`src/rtl/divn_sched_if.sv`:
```
// Divisor-update port shared by two requesters: request/divisor in, one-cycle grants out.
interface divn_sched_if #(
    parameter int DIV_W = 4
);
    logic             req0;
    logic [DIV_W-1:0] div0;
    logic             req1;
    logic [DIV_W-1:0] div1;
    logic             gnt0;
    logic             gnt1;

    modport master (
        output req0, div0, req1, div1,
        input  gnt0, gnt1
    );

    modport slave (
        input  req0, div0, req1, div1,
        output gnt0, gnt1
    );
endinterface

```
`src/rtl/divn_sched.sv`:
```
// Programmable divide-by-N phase counter whose divisor is updated through a
// round-robin arbitrated port and only takes effect at a period boundary.
//
//   state     | meaning
//   ----------+--------------------------------------------------------------
//   S_IDLE    | no update outstanding; a request is granted on the next edge
//   S_PENDING | pend_div_q captured, waiting for wrap (en=1) or en=0 to apply
module divn_sched #(
    parameter int DIV_W       = 4,
    parameter int DEFAULT_DIV = 3
) (
    input  logic             clk,
    input  logic             reset,
    input  logic             en,
    divn_sched_if.slave      upd,
    output logic             y,
    output logic             tick,
    output logic [DIV_W-1:0] phase,
    output logic [DIV_W-1:0] cur_div,
    output logic             busy
);

    localparam logic [DIV_W-1:0] DEF_DIV = DIV_W'(DEFAULT_DIV);
    localparam logic [DIV_W-1:0] ONE     = DIV_W'(1);

    typedef enum logic {
        S_IDLE    = 1'b0,
        S_PENDING = 1'b1
    } state_t;

    state_t           state_q,   state_d;
    logic [DIV_W-1:0] phase_q,   phase_d;
    logic [DIV_W-1:0] cur_div_q, cur_div_d;
    logic [DIV_W-1:0] pend_div_q, pend_div_d;
    logic             last_q,    last_d;
    logic             gnt0_q,    gnt0_d;
    logic             gnt1_q,    gnt1_d;
    logic             tick_q,    tick_d;
    logic             busy_q,    busy_d;

    logic             at_end;
    logic             apply;
    logic             pick1;
    logic [DIV_W-1:0] sel_div;

    always_comb begin
        at_end  = (phase_q == (cur_div_q - ONE));
        apply   = (state_q == S_PENDING) && (!en || at_end);
        // last_q=1 means requester 1 won last time, so requester 0 wins a tie
        pick1   = upd.req1 && (!upd.req0 || !last_q);
        sel_div = pick1 ? upd.div1 : upd.div0;

        state_d    = state_q;
        phase_d    = phase_q;
        cur_div_d  = cur_div_q;
        pend_div_d = pend_div_q;
        last_d     = last_q;
        gnt0_d     = 1'b0;
        gnt1_d     = 1'b0;
        tick_d     = en && at_end;

        if (apply) begin
            phase_d = '0;
        end else if (en) begin
            phase_d = at_end ? '0 : (phase_q + ONE);
        end

        if (apply) begin
            state_d   = S_IDLE;
            cur_div_d = pend_div_q;
        end else if ((state_q == S_IDLE) && (upd.req0 || upd.req1)) begin
            state_d    = S_PENDING;
            gnt0_d     = !pick1;
            gnt1_d     = pick1;
            last_d     = pick1;
            // a zero divisor would never wrap; treat it as divide-by-1
            pend_div_d = (sel_div == '0) ? ONE : sel_div;
        end

        busy_d = (state_d == S_PENDING);
    end

    always_ff @(posedge clk) begin
        if (!reset) begin
            state_q    <= S_IDLE;
            phase_q    <= '0;
            cur_div_q  <= DEF_DIV;
            pend_div_q <= DEF_DIV;
            last_q     <= 1'b1;
            gnt0_q     <= 1'b0;
            gnt1_q     <= 1'b0;
            tick_q     <= 1'b0;
            busy_q     <= 1'b0;
        end else begin
            state_q    <= state_d;
            phase_q    <= phase_d;
            cur_div_q  <= cur_div_d;
            pend_div_q <= pend_div_d;
            last_q     <= last_d;
            gnt0_q     <= gnt0_d;
            gnt1_q     <= gnt1_d;
            tick_q     <= tick_d;
            busy_q     <= busy_d;
        end
    end

    assign upd.gnt0 = gnt0_q;
    assign upd.gnt1 = gnt1_q;
    assign y        = (phase_q == '0);
    assign tick     = tick_q;
    assign phase    = phase_q;
    assign cur_div  = cur_div_q;
    assign busy     = busy_q;

endmodule

```
`src/flat_wrapper.sv`:
```
// flat-port wrapper written by rule: the top's interface ports become plain ports
module divn_sched_flat 
#(
    parameter int DIV_W       = 4,
    parameter int DEFAULT_DIV = 3
)
  (clk, reset, en, y, tick, phase, cur_div, busy, upd_req0, upd_div0, upd_req1, upd_div1, upd_gnt0, upd_gnt1);
  divn_sched_if #(.DIV_W(DIV_W)) upd_i ();
  input  logic clk;
  input  logic reset;
  input  logic en;
  output logic y;
  output logic tick;
  output logic [DIV_W-1:0] phase;
  output logic [DIV_W-1:0] cur_div;
  output logic busy;
  input wire logic [$bits(upd_i.req0)-1:0] upd_req0;
  input wire logic [$bits(upd_i.div0)-1:0] upd_div0;
  input wire logic [$bits(upd_i.req1)-1:0] upd_req1;
  input wire logic [$bits(upd_i.div1)-1:0] upd_div1;
  output wire logic [$bits(upd_i.gnt0)-1:0] upd_gnt0;
  output wire logic [$bits(upd_i.gnt1)-1:0] upd_gnt1;
  assign upd_i.req0 = upd_req0;
  assign upd_i.div0 = upd_div0;
  assign upd_i.req1 = upd_req1;
  assign upd_i.div1 = upd_div1;
  assign upd_gnt0 = upd_i.gnt0;
  assign upd_gnt1 = upd_i.gnt1;
  divn_sched #(.DIV_W(DIV_W), .DEFAULT_DIV(DEFAULT_DIV)) u_core (.clk(clk), .reset(reset), .en(en), .upd(upd_i), .y(y), .tick(tick), .phase(phase), .cur_div(cur_div), .busy(busy));
endmodule
```
`config.mk`:
```
export PLATFORM = sky130hd
export DESIGN_NAME = divn_sched_flat
export DESIGN_NICKNAME = d
export VERILOG_FILES = /design/src/rtl/divn_sched_if.sv /design/src/rtl/divn_sched.sv /design/src/flat_wrapper.sv
export SDC_FILE = /design/constraint.sdc
export NUM_CORES = 1
export LEC_CHECK = 0
export ABC_AREA = 0
export BUFFER_PORTS_ARGS = -buffer_cell sky130_fd_sc_hd__buf_2
export CELL_PAD_IN_SITES_DETAIL_PLACEMENT = 0
export CELL_PAD_IN_SITES_GLOBAL_PLACEMENT = 1
export CORE_ASPECT_RATIO = 1.2
export CORE_MARGIN = 2
export CORE_UTILIZATION = 39
export CTS_CLUSTER_SIZE = 8
export DETAILED_ROUTE_END_ITERATION = 8
export PLACE_DENSITY_LB_ADDON = 0.1
export SYNTH_ARGS = -nofsm -noshare
export SYNTH_HDL_FRONTEND = slang
export SYNTH_SLANG_ARGS = --single-unit
export TNS_END_PERCENT = 20
```
`constraint.sdc`:
```
create_clock -name clk -period 2.9 [get_ports clk]
set_clock_uncertainty 0.05 [all_clocks]
set_input_delay 0.145 -clock clk [delete_from_list [all_inputs] [get_ports clk]]
set_output_delay 0.145 -clock clk [all_outputs]
set_load 0.01 [all_outputs]
```
## After elaboration in Yosys (flattened, before gate mapping)

Cells that the tools add are included.

| word-level totals | value |
|---|---|
| flip-flop bits (word level) | 17 |
| latch bits | 0 |
| bits in writable memories | 0 |
| ROM bits | 0 |
| input port bits | 13 |
| output and inout bits | 13 |
| word-level logic and storage cells | 34 |
| memories | 0 |

| cells by class | value |
|---|---|
| add/sub/neg operators | 2 |
| multiply operators | 0 |
| div/mod/pow operators | 0 |
| magnitude comparators | 0 |
| equality and inequality tests | 1 |
| shift operators | 0 |
| multiplexer cells | 3 |
| bitwise operators | 4 |
| reduce and logical (&&, ||, !) cells | 16 |

Operator list:

| operator | count |
|---|---|
| $mux 4 | 3 |
| $logic_not 4->1 | 2 |
| $add 4x1->4 const B | 1 |
| $eq 4x4->1 | 1 |
| $logic_and 1x1->1 | 4 |
| $logic_not 1->1 | 4 |
| $not 1->1 | 4 |
| $sub 4x1->4 const B | 1 |
| $logic_or 1x1->1 | 3 |
| $reduce_or 3->1 | 1 |
| $reduce_and 2->1 | 1 |
| $reduce_or 2->1 | 1 |

## Depth between registers and ports, before layout

Gate-level depths: netlist of run 1.

| logic depth | value |
|---|---|
| depth after elaboration | 6 |
| mapped depth | 6 |
| gate-level depth less buffers | 6 |

## Least setup slack after synthesis of run 1

No wires, ideal clock.

| timing path | value |
|---|---|
| path type | register to register |
| start | reg u_core.cur_div_q[0] (netlist: u_core.cur_div[0]) |
| end | reg u_core.cur_div_q[0] (netlist: u_core.cur_div[0]) |
| library setup time | 0.072 ns |
| arrival time | 1.613 ns |
| data required time | 2.778 ns |
| path slack | 1.166 ns |
| stages on the path, launching flop included | 7 |
| buffers on the path | 0 |
| period minus slack after synthesis | 1.734 ns |
| cells stage by stage | dfxtp_1 > inv_1 > ha_1 > xor2_1 > nand2_1 > o31ai_4 > mux2i_1 |

| between the ends | value |
|---|---|
| word-level cells in the longest chain between the ends | 4 |

RTL lines:

| element | line | RTL |
|---|---|---|
| start: declaration | divn_sched.sv:33 | `logic [DIV_W-1:0] cur_div_q, cur_div_d;` |
| start signal: assignment | divn_sched.sv:97 | `cur_div_q <= cur_div_d;` |
| $sub 4x1->4 | divn_sched.sv:47 | `at_end = (phase_q == (cur_div_q - ONE));` |
| $eq 4x4->1 | divn_sched.sv:47 |  |
| $logic_or 1x1->1 | divn_sched.sv:48 | `apply = (state_q == S_PENDING) && (!en \|\| at_end);` |
| $logic_and 1x1->1 | divn_sched.sv:48 |  |

Every way passes these cells.
A chain may end at the register's enable or synchronous reset.

## Final worst setup path of run 1

| timing path | value |
|---|---|
| start | reg u_core.cur_div_q[0] (netlist: u_core.cur_div[0]) |
| end | reg u_core.cur_div_q[1] (netlist: u_core.cur_div[1]) |

The elaborated chain is that of the path after synthesis.

==> results of run 1 <==
worst register-to-register path, stage by stage, from the launching register on:
cell and delay [ns]:
dfxtp_1 0.41, inv_1 0.06, ha_1 0.30, xor2_1 0.20, nand2_1 0.12, o31ai_4 0.36, mux2i_1 0.22
power by group:
group | internal (W) | switching, W | leakage [nW]
combinational | 0.0000454 | 0.0000555 | 0.310
clock | 0.0000511 | 0.0000712 | 0.0177
sequential | 0.000250 | 0.0000165 | 0.139
sequential cells by signal, indices dropped and copies added, names as in the netlist:
register,flops
u_core.cur_div,4
u_core.last_q,1
u_core.pend_div_q,4
u_core.phase,4
u_core.state_q,1
u_core.tick,1
u_core.upd.gnt0,1
u_core.upd.gnt1,1
layout by cell type (no fill, tap or decap), types with 2 or more instances in the layout:
cell type  instances
nand2_1            9
ha_1               3
o22ai_1            2
inv_1              8
and3_1             2
buf_2             25
mux2i_1            6
xnor2_2            2
dfxtp_1           17
nor2_1            10
nor3_1             3
clkbuf_4           3
xor2_1             3
nand3_1            2
o22a_1             3
o21ai_0            2
path summary, 6_finish.rpt:
path                                                         from                             end  slack, ns  cells after the start
worst max-delay path               u_core.cur_div[0]$_SDFFE_PN1P_  u_core.cur_div[1]$_SDFFE_PN1P_       1.13                      6
worst max register to register     u_core.cur_div[0]$_SDFFE_PN1P_  u_core.cur_div[1]$_SDFFE_PN1P_       1.13                      6
worst min register to register  u_core.pend_div_q[3]$_SDFFE_PN0P_  u_core.cur_div[3]$_SDFFE_PN0P_       0.41                      2
worst min-delay path                                           en    u_core.phase[2]$_SDFFE_PP0P_        0.1                      2
stage by stage:
stage	instance area (um^2)	hold WS, ns
floorplan	857.1	0.1899
global placement	1016	0.3931
detailed placement	1016	0.3944
CTS	1044	0.08622
global route	1044	0.1088
finish	1044	0.09697
final cells by class:
| type | instances | area [um^2] | share of cell area (%) |
|---|---|---|---|
| multi-input cells | 64 | 483.0 | 46.28 |
| flip-flops and latches | 17 | 340.3 | 32.61 |
| repair buffers | 25 | 125.1 | 11.99 |
| well taps | 30 | 37.54 | 3.597 |
| inverters | 8 | 30.03 | 2.878 |
| clock buffers | 3 | 22.52 | 2.158 |
| clock inverters | 1 | 5.005 | 0.4796 |
per-layer routing:
metal / global-route usage, % / vias to the layer above / part of all wire [%]
li1: - / 371 / -
met1: 18.42 / 320 / 43
met2: 22.70 / 23 / 50
met3: 3.268 / 2 / 5.7
met4: 4.762 / 0 / 1.2
met5: 0 / - / 0
logic make-up (layout without fill, tap and decap cells):
family          after synthesis  after routing  synth area share (%)
fa+ha+maj                     3              3                 4.380
mux                           7              7                 8.321
simple gates                 32             32                 18.10
buf+inv                       9             37                 3.941
compound gates               16             16                 16.06
flops                        17             17                 39.71
xor+xnor                      6              6                 9.489
==> run summary, run 1 <==
The prevailing post-synth register cell is dfxtp_1. The run gives 106 as the post-synth net total. From bottom edge to top edge, the die measures 55.36 um. Setup repair after global routing left no endpoint under its margin. The max-slew violation count is 0, and the proportion of register bits with asynchronous set or reset after synthesis is 0%. The number of gates given a new drive strength after cts is 0, and the count of inserted antenna diode cells is 0.

Routability-driven placement finished with a final weighted congestion of 0.6799. The number of antenna violations at the first check in global routing was 0. The master of the slowest instance on the critical path was dfxtp_1. The critical path data required time is 3.07 ns. Worst-margin pin slew: 0.5929 ns. The number of warnings reported in the yosys synthesis log is 0. The worst setup slack after layout is 1.128 ns. After detailed routing, the total wire length is 1639 um. The total overflow left after global routing is 0. The DRC marker count from the first detailed-route iteration is 8. Number of ports placed on the die boundary: 26.

The number of port buffers was 25. The number of design rule violations left after detail routing is 0, and the number of flops mapped to enable cells by yosys is 0. The total power of the final layout is 0.0004899 W.

The largest fanout on the critical path works out to 5. In this run, CTS created clock tree buffers numbering 3. Leaving out filler cells and counting taps, the final layout contains 148.

The tool flagged a number of max-cap violations equal to 0. The die footprint is 2590 um^2. The pre-CTS setup slack came out at 1.120 ns. The count of endpoints failing hold in the final timing report came out at 0. The headroom to the max-slew limit was 60.05%; the standby leakage power was 0.4669 nW.

In this run the biggest area consumer among cell types represents 39.71% of the synthesized area. The largest net degree at the start of global routing is 13. Setup violations remaining at the end of the flow were counted as 0.

The fraction of the cycle the final worst path needs works out to 61.11%. Yosys mapped the design onto 32 distinct sky130hd cell types. Relative to the synthesized area, the layout overhead comes to 21.75%.

Once detail routing completed, the nets flagged for antenna violations numbered 0. The die is 46.80 um wide. The starting utilization of the core area came out at 41.36%.

TritonCTS built the clock tree. The clock drives 17 sinks. At the later pin of the worst-skew pair, clock insertion delay measures 0.28 ns. The post-detailed-route via-to-cell ratio works out to 4.838. STA classifies the critical path endpoint as a flop.

In this run the worst hold path is classified as in -> reg. Share of final-layout standard cells stronger than drive strength 1: 32.20%. Synthesis inferred 17 register bits.

In the global route stage, overall resource usage came out at 14.29%. Critical path's largest stage delay: 0.41 ns. The cell at the root of the clock tree was clkbuf_4. The critical path buffer and inverter count was 1.

The most common cell in the netlist is dfxtp_1. The power per unit of standard cell area was 469.4 nW/um^2; the netlist area before placement was 857.1 um^2. The number of setup buffers added after CTS is 0. By area the synthesized netlist is led by dfxtp_1 40%, mux2i_1 7.0%, ha_1 4.4%. The clock slew at the register clock pins of the worst setup and hold paths came out at 0.10 ns. The cell accounting for the most synthesized area is dfxtp_1. At the worst endpoint, the arrival time is 1.94 ns.

After clock tree synthesis, the flow added hold-fix buffers numbering 0. The routed layout has 716 vias. The run gives 627 as the number of global-route vias before repair.

The startpoint kind of the worst setup timing path was a flop. The final net count is 135. Sequential elements use 39.71% of the synthesized area.

Highest ir drop seen on vdd: 0.2462 mV. The synthesized area divided by synthesized cell count was 9.523 um^2. The core area was 2072 um^2; the standard-cell row count was 18. The longest clock path from root to sink contains 2 buffers. The type of the worst setup path is reg -> reg.

The number of standard cells after synthesis is 90, and the number of levels the H-tree was split into is 1. Counting the fill cells in the layout gives 224. For the number of search-and-repair iterations in the first detailed-routing pass, the log shows 4.

Sorting the synthesized cells by how often they occur yields 17 x dfxtp_1, 10 x nor2_1, 9 x nand2_1. For the final core utilization, the log shows 50.36%. After routing, the total negative slack on setup checks comes to 0 ns. Dividing the detail-routed wire length by the instance count gives 11.07 um. Detailed placement ended at an HPWL of 1327 um.

The smallest clock period supported by the final layout is computed as 1.772 ns. Including well taps, the total number of placed cells is 144. The critical path goes through inv_1, ha_1, xor2_1, nand2_1, o31ai_4, mux2i_1. The flow ran to the end, and the final reports show no timing, DRC or antenna violations.

The first global-routing pass estimated 2808 um of wire. Broken down by cell family, the worst path's largest delay share belongs to flip-flops. Static timing analysis puts the maximum clock frequency at 564.3 MHz.
Power figures use the tool's default switching activity.
==> inputs of run 2 (changes only) <==
Settings changed: ABC_AREA 0 to 1, CORE_UTILIZATION 39 to 34.
Clock period 2.9 ns to 1.8 ns, I/O delays scaled along.
==> run 2 against run 1 <==
Against the previous run:
- via count grew 18%
- cell area grew 6.1%
- clock power grew 58%
- flip-flop and latch count is the same
- critical path depth grew 4
- area after synthesis grew 4.7%
- worst hold slack lost 0.075 ns
- global-route usage shrank 0.40 points
- largest cell class unchanged
- sequential share of layout area shrank 1.7 points
- sequential power grew 69%
- final cell count grew 32%
==> run summary, run 2 <==
The die footprint is 3067 um^2. The tools report the sink count of the clock tree as 17. The most common cell in the synthesized netlist is nand2_1. Derived from the worst setup path, the maximum achievable clock frequency is 609.5 MHz. The floorplan has 20 rows. The most critical setup path has its startpoint at u_core.cur_div[0]$_SDFFE_PN1P_. The tools report the number of warnings reported in the yosys synthesis log as 0. The run gives 1.91 ns as the critical path data required time. In this run the static leakage power is 0.6110 nW.

The power per unit of standard cell area was 827.6 nW/um^2; the count of inserted antenna diode cells was 0. Counting along the longest clock path gives a buffer depth of 2. The run gives 147 as the post-synth net total.

The endpoint identified for the worst register-to-register timing path is u_core.cur_div[1]$_SDFFE_PN1P_. Area taken by flip-flops and latches: 342.8 um^2. The tree is rooted in a clkbuf_4. The synthesized area divided by synthesized cell count came out at 6.848 um^2. The floorplan step set the die width to 50.89 um. Once the floorplan was initialized, standard cells occupied 35.50% of the core. The die is 60.27 um tall. Netlist area before placement: 897.1 um^2. The worst hold margin is 0.02241 ns.

The number of port buffers works out to 25. Summed over its instances, the top area cell type makes up 37.94% of the synthesized netlist area. The proportion of register bits with asynchronous set or reset after synthesis came out at 0%.

The number of global-route vias before repair was 802. The path with the worst hold slack has its endpoint at u_core.cur_div[0]$_SDFFE_PN1P_. In the routed layout, each cell is associated on average with a via count of 4.338.

In the layout the commonest cells are 33 x nand2_1, 25 x buf_2, 23 x inv_1. Once detailed placement completed, the half-perimeter wirelength came to 1548 um. Along the worst hold path, the cell count comes to 2. The most used routing layer was met2. For the sequential-to-total area share from yosys stat, the log shows 37.94%. The worst register-to-register path begins at u_core.cur_div[0]$_SDFFE_PN1P_. Before antenna repair, the detailed router went through 4 iterations. Combined area of the multi-input logic cells: 462.9 um^2. STA classifies the critical path startpoint as a flop.

For the pin with the worst max-slew slack, the measured transition is 0.3688 ns. The clock latency on the worst-skew pair is 0.28 ns. Data on the critical path arrives at its endpoint at 1.76 ns.

The logs give 0 for the total congestion overflow and 1.750% for the met3 track demand over resource in global routing. By count the netlist is led by 33 x nand2_1, 23 x inv_1, 19 x nor2_1. Dividing the detail-routed wire length by the instance count gives 9.503 um. The register-to-register setup slack is 0.16 ns. Setup repair after global routing left no endpoint under its margin. The area added between synthesis and finish was 23.43%; the total global routing track utilization was 13.89%. The clock slew at the register clock pins of the worst setup and hold paths is 0.09 ns, and the final net count is 179.

dfxtp_1 takes more of the synthesized area than any other cell. The number of flops mapped to enable cells by yosys works out to 0. STA classifies the critical path endpoint as a flop.

In the post-route analysis, the smallest setup slack over all paths is 0.1593 ns. In the final layout, the share of cells above drive strength 1 is 24.69%. The flow ran to the end, and the final reports show no timing, DRC or antenna violations. The global-route wire length before repair was 3249 um; the max-slew violation count was 0. In the routed design, unresolved DRC markers number 0. The largest fanout on the critical path was 8; the detailed-route wire length was 1853 um. The prevailing post-synth register cell was dfxtp_1. Synthesis instantiated 18 different standard cells from the library.

After clock tree synthesis, the flow added hold-fix buffers numbering 0. TritonCTS built the clock tree. In this run the count of I/O pins placed on the die edge is 26. For this block, the initial DRC count from the detailed router was 14.

The worst setup path is of the reg -> reg kind. The worst pin sits at a relative slew slack of 75.38%. The fraction of the cycle the final worst path needs was 91.15%; the max-capacitance violation count was 0. The tools report the global-route track usage on met1 as 14.79%.

Setup violations remaining at the end of the flow were counted as 0. After synthesis the netlist holds a flip-flop and latch count of 17. Cells fill 43.81% of the core in the end. Once detail routing completed, the nets flagged for antenna violations numbered 0. For the number of antenna violations at the first check in global routing, the log shows 0.

The tightest min-delay check is of the in -> reg type. The total number of vias is 846, and the path depth of the worst reg2reg path is 10. At the end of routability-driven placement, the weighted congestion stood at 0.7066.

The core area is 2527 um^2. The run gives 0.5167 mV as the highest ir drop seen on vdd. The run gives 11 as the largest net degree at the start of global routing.

The final critical delay including setup and external delays came out at 1.641 ns. Clock tree synthesis inserted a total of 3 buffers. Leaving out fill and tap cells, the most frequent cell in the layout is nand2_1. Sorting the synthesized cells by area gives the leading types as dfxtp_1 38%, nand2_1 14%, inv_1 9.6%.

In the synthesized netlist, the number of instances is 131. The number of levels the H-tree was split into is 1. The count of endpoints failing hold in the final timing report was 0. In the global route stage, met2 resource usage came out at 26.69%. The layout has 286 filler cells. Before CTS, the worst setup slack after placement is 0.1116 ns. In this run the most critical hold path is launched from reset. Setup total negative slack on the finished layout was measured at 0 ns.
## run 2: cell types whose count changed after synthesis, moves of 2 or more
cell     previous run  this run
a21oi_1             1         5
and3_1              2         0
inv_1               8        23
mux2i_1             6         0
nand2_1             9        33
nand2_4             0         3
nand3_1             2        12
nor2_1             10        19
nor3_1              3         1
o21ai_0             2         4
o22a_1              3         0
o22ai_1             2         0
xnor2_2             2         0
## run 2: routing by layer
layer | vias to the layer above | wire [um]
met5 | - | 0
met4 | 0 | 17
met3 | 2 | 86
met2 | 21 | 974
met1 | 360 | 776
li1 | 463 | -
## run 2: critical path, stage by stage, from the launching register on
cell and delay [ns]:
dfxtp_2 0.35, inv_1 0.06, ha_1 0.30, xor2_1 0.13, nand2_1 0.06, nor2_1 0.12
nand2_2 0.12, nand2_4 0.14, nand2_4 0.07, nand2_1 0.07, nand3_1 0.06
## run 2: layout make-up
class	count	share of cell area (%)
Multi-Input combinational cell	90	41.81
Clock buffer	4	2.373
Sequential cell	17	30.96
Tap cell	33	3.729
Inverter	23	7.797
Timing Repair Buffer	28	13.33
## run 2: kinds of logic after synthesis
| kind of cell | count (synthesis) | synth area share, % |
|---|---|---|
| buf+inv | 24 | 10.46 |
| compound gates | 11 | 7.671 |
| xor+xnor | 5 | 4.881 |
| fa+ha+maj | 3 | 4.185 |
| flops | 17 | 37.94 |
| simple gates | 71 | 34.87 |
## run 2: repair_timing
action / 4_1_cts / 5_1_grt
buffers inserted: 0 / 3
setup endpoints to repair: 0 / 9
resized for setup: 0 / 2
hold endpoints to repair: 0 / 0
## run 2: power by group
group	switching (W)	total [W]	internal (W)	leakage [nW]
combinational	0.000157	0.000272	0.000115	0.457
sequential	0.0000354	0.000451	0.000416	0.139
clock	0.000107	0.000193	0.0000858	0.0150
## run 2: per-stage QoR
step	power (W)	std cells	area (um^2)
after global routing	0.0009918	195	1107
after floorplan	0.0006374	131	897.1
after detailed placement	0.0007178	188	1056
after CTS	0.0009156	192	1082
final	0.0009165	195	1107
after global placement	0.0007128	188	1056
## run 2: worst max path at each step
| stage | endpoint | slack (ns) | depth (start not counted) |
|---|---|---|---|
| 4_1_cts | u_core.cur_div[1]$_SDFFE_PN1P_ | 0.1 | 10 |
| 2_1_floorplan | u_core.cur_div[0]$_SDFFE_PN1P_ | 0.20 | 10 |
| 5_1_grt | u_core.cur_div[0]$_SDFFE_PN1P_ | 0.02 | 10 |
| 3_3_place_gp | u_core.cur_div[1]$_SDFFE_PN1P_ | 0.17 | 10 |
| 6_report | u_core.cur_div[1]$_SDFFE_PN1P_ | 0.16 | 10 |
| 3_5_place_dp | u_core.phase[2]$_SDFFE_PP0P_ | 0.11 | 10 |
